### src/rtl/pixel_tile_counter_if.sv
// Video timing inputs and tile-position/measurement outputs of pixel_tile_counter.
// beat_valid has no ready: each cycle it is high the consumer has taken PPB pixels.
interface pixel_tile_counter_if #(
    parameter int WW = 12,
    parameter int HW = 12
);
    logic          vsync;
    logic          hsync;
    logic          de;
    logic          beat_valid;
    logic [WW-1:0] col;
    logic [HW-1:0] row;
    logic [WW-1:0] panel_x;
    logic [HW-1:0] panel_y;
    logic          end_of_row;
    logic          end_of_panel;
    logic          end_of_band;
    logic          end_of_frame;
    logic [WW-1:0] meas_width;
    logic [HW-1:0] meas_height;
    logic          res_locked;
    logic          res_changed;

    modport master (
        output vsync, hsync, de, beat_valid,
        input  col, row, panel_x, panel_y,
        input  end_of_row, end_of_panel, end_of_band, end_of_frame,
        input  meas_width, meas_height, res_locked, res_changed
    );

    modport slave (
        input  vsync, hsync, de, beat_valid,
        output col, row, panel_x, panel_y,
        output end_of_row, end_of_panel, end_of_band, end_of_frame,
        output meas_width, meas_height, res_locked, res_changed
    );
endinterface

### src/rtl/pixel_tile_counter.sv
// Measures incoming video resolution and tracks the downstream beat position
// as pixel coordinates and LED panel tile indices, using sub-counters instead of dividers.
module pixel_tile_counter #(
    parameter int MAX_W       = 1920,
    parameter int MAX_H       = 1080,
    parameter int PANEL_W     = 16,
    parameter int PANEL_H     = 8,
    parameter int PPB         = 1,
    parameter int LOCK_FRAMES = 2
) (
    input  logic           clk,
    input  logic           rst,
    pixel_tile_counter_if.slave bus
);
    localparam int WW  = $clog2(MAX_W) + 1;
    localparam int HW  = $clog2(MAX_H) + 1;
    localparam int PXW = $clog2(PANEL_W) + 1;
    localparam int PYW = $clog2(PANEL_H) + 1;
    localparam int SW  = $clog2(LOCK_FRAMES + 1);

    localparam logic [WW-1:0]  MAX_W_V    = WW'(MAX_W);
    localparam logic [HW-1:0]  MAX_H_V    = HW'(MAX_H);
    localparam logic [HW-1:0]  ROW_LAST_V = HW'(MAX_H - 1);
    localparam logic [WW:0]    PPB_COL    = (WW + 1)'(PPB);
    localparam logic [WW:0]    MAX_W_EXT  = (WW + 1)'(MAX_W);
    localparam logic [PXW-1:0] PPB_SUB    = PXW'(PPB);
    localparam logic [PXW-1:0] PANEL_W_V  = PXW'(PANEL_W);
    localparam logic [PYW-1:0] SUB_Y_LAST = PYW'(PANEL_H - 1);
    localparam logic [SW-1:0]  LOCK_V     = SW'(LOCK_FRAMES);

    // Edge detection
    logic vsync_q;
    logic hsync_q;
    logic vsync_rise;
    logic hsync_rise;

    // Resolution measurement
    logic [WW-1:0] line_cnt;
    logic [WW-1:0] line_w;
    logic [HW-1:0] frame_lines;
    logic [WW-1:0] meas_width;
    logic [HW-1:0] meas_height;
    logic [SW-1:0] stable;
    logic          res_changed;
    logic          latch;
    logic          same_pair;
    logic          prev_nonzero;

    // Beat position
    logic [WW-1:0]  col;
    logic [HW-1:0]  row;
    logic [WW-1:0]  panel_x;
    logic [HW-1:0]  panel_y;
    logic [PXW-1:0] sub_x;
    logic [PYW-1:0] sub_y;
    logic [WW:0]    col_adv;
    logic [PXW-1:0] sub_x_adv;
    logic           beat;
    logic           row_last;
    logic           panel_last;
    logic           wrap;
    logic           row_sat;
    logic           eor;
    logic           eop;
    logic           eob;

    always_comb begin
        vsync_rise   = bus.vsync & ~vsync_q;
        hsync_rise   = bus.hsync & ~hsync_q;
        latch        = vsync_rise & (frame_lines != '0);
        same_pair    = (line_w == meas_width) & (frame_lines == meas_height);
        prev_nonzero = (meas_width != '0) | (meas_height != '0);
    end

    // A beat coinciding with the start of a frame belongs to no position.
    always_comb begin
        beat       = bus.beat_valid & ~vsync_rise;
        col_adv    = {1'b0, col} + PPB_COL;
        sub_x_adv  = sub_x + PPB_SUB;
        row_last   = (meas_width != '0) & (col_adv >= {1'b0, meas_width});
        panel_last = (sub_x_adv == PANEL_W_V);
        wrap       = (meas_width == '0) & (col_adv >= MAX_W_EXT);
        row_sat    = (row == ROW_LAST_V);
        eor        = beat & row_last;
        eop        = beat & (panel_last | row_last);
        eob        = eor & (sub_y == SUB_Y_LAST);
    end

    always_ff @(posedge clk or posedge rst) begin
        if (rst) begin
            vsync_q     <= 1'b0;
            hsync_q     <= 1'b0;
            line_cnt    <= '0;
            line_w      <= '0;
            frame_lines <= '0;
            meas_width  <= '0;
            meas_height <= '0;
            stable      <= '0;
            res_changed <= 1'b0;
        end else begin
            vsync_q     <= bus.vsync;
            hsync_q     <= bus.hsync;
            res_changed <= 1'b0;
            if (vsync_rise) begin
                line_cnt    <= '0;
                frame_lines <= '0;
                if (latch) begin
                    meas_width  <= line_w;
                    meas_height <= frame_lines;
                    // The all-zero pair after reset is not a real resolution.
                    res_changed <= prev_nonzero & ~same_pair;
                    if (same_pair) begin
                        if (stable != LOCK_V) begin
                            stable <= stable + 1'b1;
                        end
                    end else begin
                        stable <= '0;
                    end
                end
            end else if (hsync_rise) begin
                line_cnt <= '0;
                if (line_cnt != '0) begin
                    line_w <= line_cnt;
                    if (frame_lines != MAX_H_V) begin
                        frame_lines <= frame_lines + 1'b1;
                    end
                end
            end else if (bus.de && (line_cnt != MAX_W_V)) begin
                line_cnt <= line_cnt + 1'b1;
            end
        end
    end

    always_ff @(posedge clk or posedge rst) begin
        if (rst) begin
            col     <= '0;
            row     <= '0;
            panel_x <= '0;
            panel_y <= '0;
            sub_x   <= '0;
            sub_y   <= '0;
        end else if (vsync_rise) begin
            col     <= '0;
            row     <= '0;
            panel_x <= '0;
            panel_y <= '0;
            sub_x   <= '0;
            sub_y   <= '0;
        end else if (beat) begin
            if (eor) begin
                col     <= '0;
                sub_x   <= '0;
                panel_x <= '0;
                // Once row saturates the band tracking freezes with it.
                if (!row_sat) begin
                    row <= row + 1'b1;
                    if (sub_y == SUB_Y_LAST) begin
                        sub_y   <= '0;
                        panel_y <= panel_y + 1'b1;
                    end else begin
                        sub_y <= sub_y + 1'b1;
                    end
                end
            end else if (wrap) begin
                col     <= '0;
                sub_x   <= '0;
                panel_x <= '0;
            end else begin
                col <= col_adv[WW-1:0];
                if (panel_last) begin
                    sub_x   <= '0;
                    panel_x <= panel_x + 1'b1;
                end else begin
                    sub_x <= sub_x_adv;
                end
            end
        end
    end

    assign bus.col          = col;
    assign bus.row          = row;
    assign bus.panel_x      = panel_x;
    assign bus.panel_y      = panel_y;
    assign bus.end_of_row   = eor;
    assign bus.end_of_panel = eop;
    assign bus.end_of_band  = eob;
    assign bus.end_of_frame = vsync_rise;
    assign bus.meas_width   = meas_width;
    assign bus.meas_height  = meas_height;
    assign bus.res_locked   = (stable == LOCK_V);
    assign bus.res_changed  = res_changed;
endmodule

### src/flat_wrapper.sv
// flat-port wrapper written by rule: the top's interface ports become plain ports
module pixel_tile_counter_flat 
#(
    parameter int MAX_W       = 1920,
    parameter int MAX_H       = 1080,
    parameter int PANEL_W     = 16,
    parameter int PANEL_H     = 8,
    parameter int PPB         = 1,
    parameter int LOCK_FRAMES = 2
)
  (clk, rst, bus_vsync, bus_hsync, bus_de, bus_beat_valid, bus_col, bus_row, bus_panel_x, bus_panel_y, bus_end_of_row, bus_end_of_panel, bus_end_of_band, bus_end_of_frame, bus_meas_width, bus_meas_height, bus_res_locked, bus_res_changed);
  pixel_tile_counter_if #(.WW(12), .HW(12)) bus_i ();
  input  logic clk;
  input  logic rst;
  input wire logic [$bits(bus_i.vsync)-1:0] bus_vsync;
  input wire logic [$bits(bus_i.hsync)-1:0] bus_hsync;
  input wire logic [$bits(bus_i.de)-1:0] bus_de;
  input wire logic [$bits(bus_i.beat_valid)-1:0] bus_beat_valid;
  output wire logic [$bits(bus_i.col)-1:0] bus_col;
  output wire logic [$bits(bus_i.row)-1:0] bus_row;
  output wire logic [$bits(bus_i.panel_x)-1:0] bus_panel_x;
  output wire logic [$bits(bus_i.panel_y)-1:0] bus_panel_y;
  output wire logic [$bits(bus_i.end_of_row)-1:0] bus_end_of_row;
  output wire logic [$bits(bus_i.end_of_panel)-1:0] bus_end_of_panel;
  output wire logic [$bits(bus_i.end_of_band)-1:0] bus_end_of_band;
  output wire logic [$bits(bus_i.end_of_frame)-1:0] bus_end_of_frame;
  output wire logic [$bits(bus_i.meas_width)-1:0] bus_meas_width;
  output wire logic [$bits(bus_i.meas_height)-1:0] bus_meas_height;
  output wire logic [$bits(bus_i.res_locked)-1:0] bus_res_locked;
  output wire logic [$bits(bus_i.res_changed)-1:0] bus_res_changed;
  assign bus_i.vsync = bus_vsync;
  assign bus_i.hsync = bus_hsync;
  assign bus_i.de = bus_de;
  assign bus_i.beat_valid = bus_beat_valid;
  assign bus_col = bus_i.col;
  assign bus_row = bus_i.row;
  assign bus_panel_x = bus_i.panel_x;
  assign bus_panel_y = bus_i.panel_y;
  assign bus_end_of_row = bus_i.end_of_row;
  assign bus_end_of_panel = bus_i.end_of_panel;
  assign bus_end_of_band = bus_i.end_of_band;
  assign bus_end_of_frame = bus_i.end_of_frame;
  assign bus_meas_width = bus_i.meas_width;
  assign bus_meas_height = bus_i.meas_height;
  assign bus_res_locked = bus_i.res_locked;
  assign bus_res_changed = bus_i.res_changed;
  pixel_tile_counter #(.MAX_W(MAX_W), .MAX_H(MAX_H), .PANEL_W(PANEL_W), .PANEL_H(PANEL_H), .PPB(PPB), .LOCK_FRAMES(LOCK_FRAMES)) u_core (.clk(clk), .rst(rst), .bus(bus_i));
endmodule
### config.mk
export PLATFORM = sky130hd
export DESIGN_NAME = pixel_tile_counter_flat
export DESIGN_NICKNAME = d
export VERILOG_FILES = /design/src/rtl/pixel_tile_counter_if.sv /design/src/rtl/pixel_tile_counter.sv /design/src/flat_wrapper.sv
export SDC_FILE = /design/constraint.sdc
export NUM_CORES = 1
export LEC_CHECK = 0
export CORE_MARGIN = 4
export CORE_UTILIZATION = 30
export CTS_CLUSTER_SIZE = 14
export DETAILED_ROUTE_END_ITERATION = 8
export GPL_TIMING_DRIVEN = 0
export SLEW_MARGIN = 30
export SYNTH_ARGS = -nofsm -noshare
export SYNTH_HDL_FRONTEND = slang
export SYNTH_SLANG_ARGS = --single-unit
### constraint.sdc
create_clock -name clk -period 4.4 [get_ports clk]
set_input_delay 0.44 -clock clk [delete_from_list [all_inputs] [get_ports clk]]
set_output_delay 0.44 -clock clk [all_outputs]
set_load 0.02 [all_outputs]
== Word level (Yosys, flattened, before mapping) ==
Index checks and enable logic that the tools add are counted.
Cells by class
  reduce and logical (&&, ||, !) cells: 21
  add/subtract/negate cells: 9
  muxes and demuxes: 39
  bitwise gates (word level): 17
  equality and inequality tests: 11
  $lt $le $gt $ge: 2
Operators with widths (number)
  2-to-1 mux 12 bit: 25
  adder 12 x 1 -> 12 bit, second input constant: 5
  nonzero test 12 bit: 4
  2-to-1 mux 5 bit: 5
  equality test 12 bit: 2
  != test 12 x 11 -> 1 bit, second input constant: 2
  2-to-1 mux 4 bit: 5
  adder 12 x 1 -> 13 bit, second input constant: 1
  >= comparator 13 x 11 -> 1 bit, second input constant: 1
  >= comparator 13 x 12 -> 1 bit: 1
  equality test 12 x 11 -> 1 bit, second input constant: 1
  zero test 12 bit: 1
  AND reduction 3 bit: 4
  nonzero test 2 bit: 6
  AND 1 bit: 11
  adder 5 x 1 -> 5 bit, second input constant: 1
  equality test 5 bit, second input constant: 1
  adder 4 x 1 -> 4 bit, second input constant: 1
  equality test 4 x 3 -> 1 bit, second input constant: 1
  2-to-1 mux 2 bit: 2
  != test 2 bit, second input constant: 2
  inverter 1 bit: 4
  AND reduction 2 bit: 2
  AND reduction 4 bit: 1
  other kinds (8): 10
Word-level totals
  output and inout bits: 78
  word-level logic and storage cells: 114
  input bits: 6
  bits in registers: 122

== Logic depth before layout (Yosys ltp) ==
Gate-level depths: netlist (run 1).
  word-level depth: 8
  gate-level depth with buffers: 14
  mapped depth without buffers: 12

== Least setup slack after synthesis (run 1) ==
OpenSTA, ideal clock, no wires.
  path kind: register to register
  start point: register u_core.col[8] (netlist: u_core.bus.col[8])
  end point: register u_core.row[7] (netlist: u_core.bus.row[7])
  arrival: 3.172 ns
  stages on the path, launching flop included: 14
  clock period less this slack: 3.305 ns
  setup time: 0.133 ns
  buffers on the path: 3
  setup slack: 1.095 ns
  data required time: 4.267 ns
  path through: dfrtp_1 -> clkbuf_1 -> nand2_1 -> or4_1 -> buf_2 -> xnor2_1 -> ha_1 -> nand3_1 -> a211oi_1 -> a211oi_1 -> or3_4 -> buf_2 -> o311ai_0 -> nand2_1
Between the ends
  word-level cells in the longest chain between the ends: 6
RTL lines
  start: declaration: RTL line pixel_tile_counter.sv:50  | logic [WW-1:0] col;
  start signal: assignment: RTL line pixel_tile_counter.sv:169  | col <= col_adv[WW-1:0];
  adder 12 x 1 -> 13 bit: RTL line pixel_tile_counter.sv:78  | col_adv = {1'b0, col} + PPB_COL;
  >= comparator 13 x 12 -> 1 bit: RTL line pixel_tile_counter.sv:80  | row_last = (meas_width != '0) & (col_adv >= {1'b0, meas_width});
  AND 1 bit: RTL line pixel_tile_counter.sv:80
  AND 1 bit: RTL line pixel_tile_counter.sv:84  | eor = beat & row_last;
  nonzero test 2 bit (no source line)
  AND reduction 3 bit (no source line)
  end signal: assignment: RTL line pixel_tile_counter.sv:156  | row <= row + 1'b1;
  end: declaration: RTL line pixel_tile_counter.sv:51  | logic [HW-1:0] row;
Every way passes these cells.
A chain may end at the register's enable or synchronous reset.

== Final worst setup path (run 1) ==
  start point: register u_core.col[5] (netlist: u_core.bus.col[5])
  end point: output bus_end_of_band
Between the ends
  word-level cells in the longest chain between the ends: 5
RTL lines
  adder 12 x 1 -> 13 bit: RTL line pixel_tile_counter.sv:78
  >= comparator 13 x 12 -> 1 bit: RTL line pixel_tile_counter.sv:80
  AND 1 bit: RTL line pixel_tile_counter.sv:80
  AND 1 bit: RTL line pixel_tile_counter.sv:84
  AND 1 bit: RTL line pixel_tile_counter.sv:86  | eob = eor & (sub_y == SUB_Y_LAST);
  end: declaration: RTL line flat_wrapper.sv:25  | output wire logic [$bits(bus_i.end_of_band)-1:0] bus_end_of_band;
Every way passes these cells.

==> metrics.md, run 1 <==
| Metric | Value |
|---|---|
| Clock Skew | `7.787 ps` |
| # DRC | `0` |
| Startpoint Class | `flip-flop` |
| CTS Root Cell | `clkbuf_16` |
| Clk sinks | `122` |
| Number of global-route vias before repair | `5,256` |
| Yosys top cell area share | `45.82%` |
| Post-synth cell types | `56` |
| TritonCTS clock tree | `built` |
| Slew Limit Fails | `0` |
| RSZ-0062 raised after global routing | `no` |
| Minimum clock period | `4151 ps` |
| Critical path arrival | `3710 ps` |
| Worst Path Class, Setup | `reg2out` |
| Antenna cells | `0` |
| Worst slew margin | `45.73%` |
| Die height | `157.0 um` |
| Multi-input logic area | `3354 um^2` |
| Global Route Usage Sum | `14.36%` |
| Setup-failing EPs final | `0` |
| Ys Warns | `0` |
| Dominant cell type by area after synthesis | `dfrtp_1` |
| Main synth FF type | `dfrtp_1` |
| Initial Utilization | `30.53%` |
| Max cap viols | `0` |
| Hpwl dp | `12,370 um` |
| Post-Route Utilization | `38.90%` |
| Core footprint | `21,820 um^2` |
| Mapped Cells | `676` |
| DP Cell Count | `1,040` |
| Filler cell count | `2,201` |
| Detail Route Antenna Nets | `0` |
| Global-route wire length before repair | `28,170 um` |
| DR iter-0 viols | `262` |
| Max VDD drop | `0.2591 mV` |
| Clock Tree Buf Depth | `2` |
| Largest net degree at the start of global routing | `79` |
| FMAX | `240.9 MHz` |
| DRT Pass-1 Iters | `5` |
| Worst skew pair latency | `420 ps` |
| Register area share after synthesis | `45.82%` |
| CP Capture Type | `primary output` |
| Die area | `24,660 um^2` |
| CTS buffer count | `17` |
| Clock-pin slew on the worst setup and hold paths | `60 ps` |
| Die width | `157.0 um` |
| Critical Path Fanout Max | `7` |
| Leakage | `3.754 nW` |
| Area grow syn2layout | `27.42%` |
| Htree depth | `4` |
| Syn_nets | `706` |
| FP Rows | `54` |
| GPL Wtd Cong | `0.8650` |
| Routed wire length | `17,300 um` |
| Hold Crit Class | `in2async` |
| R2r setup slk | `600 ps` |
| Synth Cell Area | `6663 um^2` |
| Most common cell in the netlist | `dfrtp_1` |
| # nets final | `809` |
| Worst slew pin tran | `809.2 ps` |
| FF/Latch Area | `3054 um^2` |
| Global route overflow | `0` |
| Status | `finished clean` |
| Number of synthesized flops with an enable pin | `0` |
| Hold Vio Cnt, Final | `0` |
| Share of cells above drive strength 1 | `12.12%` |
| Synth area leaders | `dfrtp_1 (46%), xor2_1 (5.5%), ha_1 (4.5%), mux2_2 (4.4%), nand2_1 (3.7%)` |
| WL/cell | `16.14 um` |
| Most frequent cells after synthesis | `dfrtp_1 (122), nand2_1 (65), nor2_1 (53), xor2_1 (42), nand3_1 (36)` |
| Port-buffer cells | `83` |
| Power Total | `3.687 mW` |
| Final Non-Filler Cells | `1,072` |
| Required time of the critical path | `3960 ps` |
| DR vias/cell | `5.039` |
| Period utilisation layout | `94.35%` |
| Synth Register Bits | `122` |
| Number of I/O pins | `84` |
| Post-synth ARST share | `100.0%` |
| Initial antenna violation count | `0` |
| Final hold slack | `411.7 ps` |
| Power Density | `434.3 nW/um^2` |
| Fin Setup TNS | `0 ps` |
| Syn avg cell area | `9.856 um^2` |
| Via Count | `5,402` |
| Cts hold-fix bufs | `0` |
[cell type report]
| cell class | count | area share [%] |
|---|---|---|
| tap | 280 | 4.127 |
| clock buffer | 23 | 5.748 |
| sequential | 122 | 35.98 |
| timing repair buffer | 84 | 10.11 |
| clock inverter | 9 | 1.341 |
| multi-input combinational | 491 | 39.51 |
| buffer | 31 | 1.680 |
| inverter | 32 | 1.503 |
[worst paths after layout]
check / start / end / cells past startpoint
min reg2reg: u_core.stable[0] / u_core.stable[0] / 1
max: u_core.bus.col[5] / bus_end_of_band / 11
min: rst / u_core.bus.panel_y[2] / 2
max reg2reg: u_core.bus.col[1] / u_core.bus.panel_y[8] / 13
min in group clk: u_core.stable[0] / u_core.stable[0] / 1
max in group asynchronous: rst / u_core.bus.res_changed / 3
[report_power, final]
| group | switching, mW | internal (mW) |
|---|---|---|
| Combinational | 0.517 | 0.374 |
| Clock | 0.531 | 0.896 |
| Sequential | 0.147 | 1.22 |
| Total | 1.20 | 2.49 |
[through the flow]
| step | setup slack, ps | area, um^2 |
|---|---|---|
| 2_1_floorplan | 717.5 | 6663 |
| 3_3_place_gp | -1281 | 7844 |
| 3_5_place_dp | 407.6 | 7879 |
| 4_1_cts | 134.2 | 8481 |
| 5_1_grt | 11.29 | 8489 |
| 6_report | 248.6 | 8489 |
[what timing repair did]
| action | 4_1_cts | 5_1_grt |
|---|---|---|
| resized for setup | 0 | 3 |
| endpoints found under the setup margin | 0 | 3 |
| buffers inserted | 0 | 0 |
[state kept, by name, summed over array words and instances, names as in the netlist, 5 cells and up]
| signal | cells |
|---|---|
| u_core.bus.meas_height | 12 |
| u_core.bus.panel_x | 12 |
| u_core.bus.col | 12 |
| u_core.line_w | 12 |
| u_core.bus.meas_width | 12 |
| u_core.line_cnt | 12 |
| u_core.sub_x | 5 |
| u_core.bus.panel_y | 12 |
| u_core.bus.row | 12 |
| u_core.frame_lines | 12 |
[layer usage]
layer,up-vias,global-route usage (%),wire length (um)
li1,2605,-,-
met1,2639,20.41,8086
met2,151,21.83,7770
met3,7,4.289,1347
met4,0,2.950,93
met5,-,0,0
[logic make-up (layout without fill, tap and decap cells)]
family	Yosys count	in the layout	synth area share [%]
AND/OR/NAND/NOR	262	262	20.90
flip-flops	122	122	45.82
AO/OA/AOI/OAI	103	103	10.24
XOR/XNOR	65	65	8.545
buffers and inverters	63	179	3.944
multiplexers	37	37	6.047
adder cells (fa/ha/maj)	24	24	4.507
[worst max-delay path, stage by stage (launching register included)]
cell             delay [ps]
dfrtp_1                 480
nand3_2                 150
or4_1                   540
buf_2                   170
xnor2_1                 120
ha_1                    300
nand3_1                 100
a211oi_1                260
a211o_1                 280
nand2_1                 140
nor2_1                  140
clkdlybuf4s50_1         610
[placed cells by master (no fill, tap or decap), types with 25 or more instances in the layout]
cell type	n
nand3_1	36
a21oi_1	32
nor2_1	53
clkdlybuf4s50_1	83
o21ai_0	25
inv_1	31
nand2_1	65
dfrtp_1	121
mux2_2	26
xor2_1	42
clkbuf_1	26
No activity file was read; power rests on OpenSTA's default activity.
==> run 2, diff against run 1 <==
--- a/config.mk
+++ b/config.mk
@@ -10,7 +10,7 @@
 export CTS_CLUSTER_SIZE = 14
 export DETAILED_ROUTE_END_ITERATION = 8
 export GPL_TIMING_DRIVEN = 0
-export SLEW_MARGIN = 30
+export SLEW_MARGIN = 40
 export SYNTH_ARGS = -nofsm -noshare
 export SYNTH_HDL_FRONTEND = slang
 export SYNTH_SLANG_ARGS = --single-unit
==> metrics.md, run 2 (synthesized netlist as in run 1, its figures left out) <==
| Metric | Value |
|---|---|
| Htree depth | `4 (unchanged)` |
| Crit-path max cell delay | `610 ps (about the same)` |
| Multi-input logic area | `3362 um^2 (+0.22%)` |
| Clock Skew | `7.776 ps (-0.01135 ps)` |
| FF/Latch Area | `3054 um^2 (unchanged)` |
| Seq pwr share | `37.0% (about the same)` |
| Routed wire length | `17,270 um (-0.14%)` |
| Leakage | `3.758 nW (about the same)` |
| Comb power frac | `24.5% (+0.3 points)` |
| Post-Route Utilization | `38.92% (about the same)` |
| Power Density | `435.0 nW/um^2 (+0.15%)` |
| Clock-pin slew on the worst setup and hold paths | `60 ps (about the same)` |
| Filler cell count | `2,201 (unchanged)` |
| CTS Root Cell | `clkbuf_16` |
| DRT Pass-1 Iters | `4 (-1)` |
| Critical-path top delay cell | `clkdlybuf4s50_1` |
| Most frequent cells in the layout | `dfrtp_1 (121), clkdlybuf4s50_1 (83), nand2_1 (65)` |
| Initial antenna violation count | `0 (unchanged)` |
| Critical Path Fanout Max | `7 (unchanged)` |
| CP bufs+invs | `2 (unchanged)` |
| Final hold slack | `414.1 ps (+2.378 ps)` |
| CP Capture Type | `primary output` |
| Sw Pwr | `1.197 mW (+0.16%)` |
| Clock Tree Buf Depth | `2 (unchanged)` |
| Area grow syn2layout | `27.47% (about the same)` |
| Design area | `8493 um^2 (about the same)` |
| Global Route Usage Sum | `14.41% (+0.050 points)` |
| Clk sinks | `122 (unchanged)` |
| Hold Crit Class | `in2async` |
| Max cap viols | `0 (unchanged)` |
| Commonest non-fill, non-tap cell in the layout | `dfrtp_1` |
| FMAX | `241.3 MHz (+0.19%)` |
| Dpl cell area | `7879 um^2 (unchanged)` |
| Slew Limit Fails | `0 (unchanged)` |
| Worst Path Class, Setup | `reg2out` |
| Critical R2R Launch | `u_core.bus.col[1]` |
| Hold Vio Cnt, Final | `0 (unchanged)` |
| Worst path cell trace | `nand3_2 > or4_1 > buf_2 > xnor2_1 > ha_1 > nand3_1 > a211oi_2 > a211o_1 > nand2_1 > nor2_1 > clkdlybuf4s50_1` |
| Internal | `2.497 mW (+0.21%)` |
| Global-route wire length before repair | `28,230 um (+0.24%)` |
| Global route overflow | `0 (unchanged)` |
| # nets final | `808 (-0.12%)` |
| Detail Route Antenna Nets | `0 (unchanged)` |
| Largest net degree at the start of global routing | `78 (-1.3%)` |
| DP Cell Count | `1,040 (unchanged)` |
| Number of global-route vias before repair | `5,304 (+0.91%)` |
| Die height | `157.0 um (unchanged)` |
| Worst skew pair latency | `410 ps (about the same)` |
| Minimum clock period | `4143 ps (-7.943 ps)` |
| Number of I/O pins | `84 (unchanged)` |
| GPL Wtd Cong | `0.8650 (unchanged)` |
| CTS buffer count | `17 (unchanged)` |
| Startpoint Class | `flip-flop` |
| Sw Share | `32.40% (about the same)` |
| Critical path arrival | `3700 ps (about the same)` |
| R2r setup slk | `820 ps (+220 ps)` |
| Setup-failing EPs final | `0 (unchanged)` |
| Period utilisation layout | `94.17% (-0.18 points)` |
| Required time of the critical path | `3960 ps (about the same)` |
| # DRC | `0 (unchanged)` |
| Clock network power share | `38.4% (-0.3 points)` |
| RSZ-0062 raised after global routing | `no` |
| Hpwl dp | `12,350 um (-0.11%)` |
| Worst slew pin tran | `666.9 ps (-142.3 ps)` |
| Status | `finished clean` |
| Share of cells above drive strength 1 | `12.26% (+0.14 points)` |
| TritonCTS clock tree | `built` |
| DR vias/cell | `5.053 (+0.28%)` |
| Worst slew margin | `55.54% (+9.8 points)` |
| Via Count | `5,412 (+0.19%)` |
| Die area | `24,660 um^2 (unchanged)` |
| Port-buffer cells | `83 (unchanged)` |
| Die width | `157.0 um (unchanged)` |
| FP Rows | `54 (unchanged)` |
| WL/cell | `16.13 um (about the same)` |
| Cell family with most CP delay | `simple AND/OR/NAND/NOR gates` |
| Core footprint | `21,820 um^2 (unchanged)` |
| Initial Utilization | `30.53% (unchanged)` |
| Final Non-Filler Cells | `1,071 (-0.093%)` |
| Reg2Reg Depth | `13 (unchanged)` |
| DR iter-0 viols | `322 (+23%)` |
| Antenna cells | `0 (unchanged)` |
| Worst R2R End | `u_core.bus.panel_y[9]` |
| Max VDD drop | `0.2428 mV (-6.3%)` |
run 2: cell types whose count changed in the layout (fill, tap and decap cells not counted), sizes merged:
cell and delta:
clkbuf -1
run 2: power groups by stage:
| stage | combinational, mW | sequential, mW | clock [mW] |
|---|---|---|---|
| detailed placement | 0.896 | 1.39 | 0 |
| floorplan | 0.495 | 1.42 | 0 |
| global placement | 0.881 | 1.38 | 0 |
| global route | 1.01 | 1.39 | 1.51 |
| finish | 0.907 | 1.37 | 1.42 |
| CTS | 0.903 | 1.37 | 1.45 |
run 2: per-stage QoR:
stage	setup slack (ps)	total power [mW]	setup TNS, ps
after floorplan	717.5	1.918	0
after global placement	-1281	2.266	-155180
after detailed placement	399.4	2.282	0
after CTS	120.4	3.722	0
final	256.6	3.694	0
after global routing	7.789	3.899	0
run 2: cell type report:
type / count / area share [%]
multi-input combinational: 491 / 39.58
sequential: 122 / 35.96
timing repair buffer: 84 / 10.11
clock buffer: 23 / 5.745
tap: 280 / 4.125
buffer: 30 / 1.635
inverter: 32 / 1.503
clock inverter: 9 / 1.341
run 2: layer usage:
| metal | global-route usage, % | wire length, um | vias to the layer above |
|---|---|---|---|
| met2 | 21.73 | 7714 | 144 |
| met5 | 0 | 0 | - |
| met1 | 20.22 | 8206 | 2661 |
| met4 | 3.236 | 112 | 0 |
| met3 | 4.757 | 1239 | 10 |
| li1 | - | - | 2597 |
run 2: timing repair:
action / 4_1_cts / 5_1_grt
buffers inserted: 0 / 0
setup endpoints to repair: 0 / 3
hold buffers: 0 / 0
resized for setup: 0 / 3
run 2: worst max path at each step:
stage	from	endpoint	slack, ps	depth (start not counted)
finish	u_core.bus.col[5]	bus_end_of_band	260	11
global route	u_core.bus.col[5]	bus_end_of_band	8	11
floorplan	rst	u_core.bus.col[0]	720	1
CTS	u_core.bus.col[0]	bus_end_of_panel	120	12
detailed placement	u_core.bus.col[0]	u_core.bus.panel_y[9]	400	13
global placement	rst	u_core.bus.meas_height[8]	-1280	2
